<file path="config.mk">
export PLATFORM = sky130hd
export DESIGN_NAME = instr_stream_loader
export DESIGN_NICKNAME = d
export VERILOG_FILES = /design/src/rtl/instr_stream_loader.sv
export SDC_FILE = /design/constraint.sdc
export NUM_CORES = 1
export LEC_CHECK = 0
export BUFFER_PORTS_ARGS = -buffer_cell sky130_fd_sc_hd__buf_2
export CAP_MARGIN = 20
export CORE_ASPECT_RATIO = 0.6
export CORE_MARGIN = 1.5
export CORE_UTILIZATION = 40
export CTS_CLUSTER_SIZE = 40
export DETAILED_ROUTE_END_ITERATION = 12
export PLACE_DENSITY = 0.56
export SLEW_MARGIN = 20
export SYNTH_ARGS = -nofsm -noshare
export SYNTH_HDL_FRONTEND = slang
export SYNTH_SLANG_ARGS = --single-unit
</file>
<file path="constraint.sdc">
create_clock -name clk -period 5.6 [get_ports clk]
set_input_delay 0.28 -clock clk [delete_from_list [all_inputs] [get_ports clk]]
set_output_delay 0.28 -clock clk [all_outputs]
set_load 0.05 [all_outputs]
</file>
<file path="src/rtl/instr_stream_loader.sv">
// Instruction loader: assembles UART words/bytes, buffers them in a FIFO
// and issues single-cycle writes into instruction memory.
module instr_stream_loader #(
  parameter int XLEN       = 32,
  parameter int ADDR_W     = 3,
  parameter int FIFO_DEPTH = 4,
  parameter int BYTE_MODE  = 1
) (
  input  logic              clk,
  input  logic              rst,
  input  logic              i_data_received,
  input  logic [XLEN-1:0]   i_data,
  input  logic              i_clear,
  input  logic [ADDR_W-1:0] i_start_addr,
  input  logic              i_mem_ready,
  output logic              o_write_enable,
  output logic [ADDR_W-1:0] o_address,
  output logic [XLEN-1:0]   o_instruction,
  output logic              o_busy,
  output logic              o_overflow,
  output logic [ADDR_W:0]   o_words_loaded,
  output logic              o_debug_flag
);

  localparam int NB = XLEN / 8;
  localparam int CW = (NB > 1) ? $clog2(NB) : 1;
  localparam int FW = $clog2(FIFO_DEPTH);

  localparam logic [0:0] IDLE  = 1'b0;
  localparam logic [0:0] WRITE = 1'b1;

  logic [CW-1:0]     cnt_q, cnt_d;
  logic [XLEN-1:0]   asm_q, asm_d;
  logic [XLEN-1:0]   push_word;
  logic [XLEN-1:0]   fifo_q [FIFO_DEPTH];
  logic [FW:0]       wr_q, wr_d, rd_q, rd_d;
  logic [ADDR_W-1:0] ptr_q, ptr_d, addr_q, addr_d;
  logic [XLEN-1:0]   instr_q, instr_d;
  logic [ADDR_W:0]   words_q, words_d;
  logic [0:0]        state_q, state_d;
  logic              ovf_q, ovf_d, dbg_q, dbg_d;
  logic              word_done, push_ok;
  logic              empty, full, pop;

  assign empty = (wr_q == rd_q);
  assign full  = (wr_q[FW] != rd_q[FW]) &&
                 (wr_q[FW-1:0] == rd_q[FW-1:0]);
  // No bypass: a word pushed this cycle is popped next cycle at the earliest.
  assign pop   = !i_clear && !empty && i_mem_ready;

  always_comb begin
    cnt_d     = cnt_q;
    asm_d     = asm_q;
    push_word = i_data;
    word_done = 1'b0;
    if (BYTE_MODE != 0) begin
      push_word = asm_q;
      push_word[cnt_q*8 +: 8] = i_data[7:0];
      if (i_data_received) begin
        if (cnt_q == CW'(NB - 1)) begin
          word_done = 1'b1;
          cnt_d     = '0;
          asm_d     = '0;
        end else begin
          cnt_d = cnt_q + CW'(1);
          asm_d = push_word;
        end
      end
    end else begin
      word_done = i_data_received;
    end
    if (i_clear) begin
      cnt_d     = '0;
      asm_d     = '0;
      word_done = 1'b0;
    end
  end

  assign push_ok = word_done && (!full || pop);

  always_comb begin
    wr_d    = push_ok ? wr_q + (FW+1)'(1) : wr_q;
    rd_d    = pop ? rd_q + (FW+1)'(1) : rd_q;
    state_d = pop ? WRITE : IDLE;
    addr_d  = addr_q;
    instr_d = instr_q;
    ptr_d   = ptr_q;
    words_d = words_q;
    if (pop) begin
      addr_d  = ptr_q;
      instr_d = fifo_q[rd_q[FW-1:0]];
      ptr_d   = ptr_q + ADDR_W'(1);
      if (words_q != '1) words_d = words_q + (ADDR_W+1)'(1);
    end
    ovf_d = ovf_q || (word_done && full && !pop);
    dbg_d = push_ok;
    if (i_clear) begin
      wr_d    = '0;
      rd_d    = '0;
      ptr_d   = i_start_addr;
      words_d = '0;
      ovf_d   = 1'b0;
    end
  end

  always_ff @(posedge clk) begin
    if (push_ok) fifo_q[wr_q[FW-1:0]] <= push_word;
  end

  always_ff @(posedge clk or posedge rst) begin
    if (rst) begin
      cnt_q   <= '0;
      asm_q   <= '0;
      wr_q    <= '0;
      rd_q    <= '0;
      ptr_q   <= '0;
      addr_q  <= '0;
      instr_q <= '0;
      words_q <= '0;
      state_q <= IDLE;
      ovf_q   <= 1'b0;
      dbg_q   <= 1'b0;
    end else begin
      cnt_q   <= cnt_d;
      asm_q   <= asm_d;
      wr_q    <= wr_d;
      rd_q    <= rd_d;
      ptr_q   <= ptr_d;
      addr_q  <= addr_d;
      instr_q <= instr_d;
      words_q <= words_d;
      state_q <= state_d;
      ovf_q   <= ovf_d;
      dbg_q   <= dbg_d;
    end
  end

  assign o_write_enable = (state_q == WRITE);
  assign o_address      = addr_q;
  assign o_instruction  = instr_q;
  assign o_busy         = !empty || (cnt_q != '0);
  assign o_overflow     = ovf_q;
  assign o_words_loaded = words_q;
  assign o_debug_flag   = dbg_q;

endmodule

</file>
==> impl_results.md <==
* Status: complete, but fails checks
* Failing checks: DRC
* Root Buffer: clkbuf_16
* Post-synth EDFFs at between 100 and 150
* Post-synth top cells: edfxtp_1 (128), dfrtp_1 (85), inv_1 (40), nand2_1 (40)
* CTS tree: done
* HP Class: primary input to flip-flop
* Synth top area share at 0.4382
* Post-Route Setup TNS at 0 ns
* ANT cells at 0
* Crit path cell chain: ha_1, and2_1, o41ai_4, nor2_1, and2_1, buf_4
* # clock sinks at around 210
* Final hold slack at approximately 0.021 ns
* Synth async-reset ratio at 0.3991
* Synth Instances at between 500 and 600
* Crit path depth at 6
* Startpoint types: flip-flop
* Routed wire length at ~17000 µm
* CP most frequent cell: and2_1
* Crit path to: fifo_q[0][27]
* Number of synthesized register bits at between 200 and 250
* Die width at 194.2 µm
* Port Buf Inserts at between 50 and 60
* Count leader, synth: edfxtp_1
* Netlist cell types at between 40 and 50
* Global-route wire length before repair at 27520 µm
* DR iter-0 viols at approximately 240
* Clk slew on worst S/H paths at 0.07 ns
* Max-cap violations at 0
* Synthesized area at approximately 9000 µm²
* Critical-path maximum fanout at 32
* Top delay family on crit path: simple AND/OR/NAND/NOR gates
* Setup crit start: cnt_q[0]
* Final Net Count at approximately 660
* Layout area overhead at 13.92%
* Worst path required time at between 5 and 6 ns
* Number of global-route vias before repair at just under 5000
* Avg Inst Size Synth at 16.21 µm²
* P_leak at 3.838 nW
* Fin crit period at 3.091 ns
* GR Util All Layers at 0.1567
* H-tree Lvls at 1
* Number of synthesis warnings at 0
* Worst vdd ir at roughly 0.27 mV
* Number of cell rows at 41
* Rel. slew slack at 0.3700
* Routed vias at ~4700
* Unrepaired setup endpoints after global routing: no
* FMAX at about 320 MHz
* Gpl congestion at between 0.7 and 0.8
* Hold Path Cell Cnt at 3
* Initial antenna violation count at 0
* Pwr Density at ~360 nW/µm²
* Overall Power at approximately 3.6 mW
* Drt drc at 2
* Total CTS buffers at 20
* First-pass iteration count of the detailed router at 9
* CP endpoint kind: flip-flop
* Internal reg-to-reg setup slack at 2.51 ns
* Ys flop type: edfxtp_1
* Worst slew pin tran at between 0.9 and 1 ns
* Overflow after GRT at 0
* Post-synth top area cell: edfxtp_1
* Layout cells sized above 1 at 0.2770
* Initial Utilization at 0.4130
* Post-DP HPWL at between 10000 and 15000 µm
* Core area at 21240 µm²
* Post-CTS resize count at 0
* Fillers at approximately 1800
* Pin count of the biggest net entering global routing at 70
* Startpoint of the worst register-to-register path: cnt_q[0]
* Critical path type: flip-flop to flip-flop
* Slew Viols, Final at 0
* WL/cell at slightly below 20 µm
* Setup violators final at 0
* Reg2reg path depth at 6
* Hold Fails Final Rpt at 0
* Die Y at roughly 120 µm
* Routed Antenna Nets at 0
* Top area cells in the synthesized netlist: edfxtp_1 (44%), dfrtp_1 (24%), mux4_2 (8.2%)
* Crit path arrival time at 3.21 ns
* Skew-Pair Late Insertion Delay at around 0.50 ns
* Top Ports at slightly above 80
* Clock tree buffer depth at 3
* Clk_skew at 0.02338 ns
* Sequential share of the synthesized area at 0.6806
* Vias/cell at between 5 and 6
* Critical path buffers and inverters at 1
* Fin crit share at 0.5519
* Critical path's largest stage delay at about 0.56 ns
* Net Count, Synth at a little under 600
* R2R Path End: fifo_q[0][27]
* Total die area at 22860 µm²
* Slowest cell on crit path: ha_1
==> worst min path at each step <==
stage	end	slack (ns)	startpoint
2_1_floorplan	ptr_q[0]	0.40	i_start_addr[0]
3_3_place_gp	o_instruction[3]	0.24	rst
4_1_cts	ptr_q[0]	0.02	i_start_addr[0]
6_report	ptr_q[0]	0.02	i_start_addr[0]
5_1_grt	ptr_q[0]	0.03	i_start_addr[0]
3_5_place_dp	o_instruction[3]	0.25	rst
==> sequential cells by signal (all words and copies together), names as in the netlist <==
register,count
fifo_q,128
asm_q,32
o_instruction,32
o_words_loaded,4
o_address,3
ptr_q,3
rd_q,3
wr_q,3
cnt_q,2
o_debug_flag,1
o_overflow,1
o_write_enable,1
==> per-stage QoR <==
step	cell area, µm²	cells	util	setup slack, ns
floorplan	8772	541	-	1.606
global placement	9343	862	0.4399	2.639
detailed placement	9343	862	0.4399	2.544
CTS	9993	900	0.4705	2.495
global route	9993	900	0.4705	2.313
finish	9993	900	0.4705	2.509
==> cell type report <==
| type | instances | area [µm²] | share of cell area |
|---|---|---|---|
| sequential | 213 | 5972 | 0.5976 |
| multi-input combinational | 264 | 2520 | 0.2522 |
| clock buffer | 29 | 565.5 | 0.05659 |
| timing repair buffer | 68 | 370.4 | 0.03706 |
| tap | 279 | 349.1 | 0.03493 |
| inverter | 40 | 151.4 | 0.01515 |
| clock inverter | 7 | 65.06 | 0.006511 |
==> routing by layer <==
| layer | GRT usage | up-vias | wire length, µm |
|---|---|---|---|
| li1 | - | 2131 | - |
| met1 | 0.2323 | 2416 | 8693 |
| met2 | 0.2412 | 94 | 7606 |
| met3 | 0.02607 | 25 | 665 |
| met4 | 0.03857 | 0 | 354 |
| met5 | 0 | - | 0 |
==> repair_timing <==
item | in CTS | in global routing
hold buffers | 2 | 0
hold endpoints to repair | 17 | 0
setup buffers | 0 | 0
endpoints found under the setup margin | 0 | 0
==> logic make-up (layout without fill, tap and decap cells) <==
kind of cell,count (synthesis),in the layout,share of synthesized area
flip-flops,213,213,0.6806
AND/OR/NAND/NOR,97,97,0.05349
AO/OA/AOI/OAI,73,73,0.05791
multiplexers,71,71,0.1442
buffers and inverters,64,144,0.03266
adder cells (fa/ha/maj),12,12,0.01712
XOR/XNOR,11,11,0.01398
==> where the power goes <==
part | leakage (nW) | total (mW) | switching [mW] | internal [mW]
sequential | 2.32 | 1.78 | 0.0404 | 1.74
combinational | 1.21 | 0.516 | 0.363 | 0.153
clock | 0.306 | 1.31 | 0.562 | 0.751
==> worst min-delay path: cells and delay by family <==
kind	cells	cell delay [ns]
simple gates	1	0.05
buf+inv	1	0.08
compound gates	1	0.07
==> cells in the final DEF (no fill, tap or decap), types with 13 or more instances in the layout <==
cell type / count
o21ai_0: 32
dfrtp_1: 84
inv_1: 39
nand2_1: 40
a22o_1: 24
mux2_4: 29
buf_2: 58
edfxtp_1: 128
nor3_1: 13
nor2_1: 19
mux4_2: 32
clkbuf_16: 21
No activity file was read; power rests on OpenSTA's default activity.
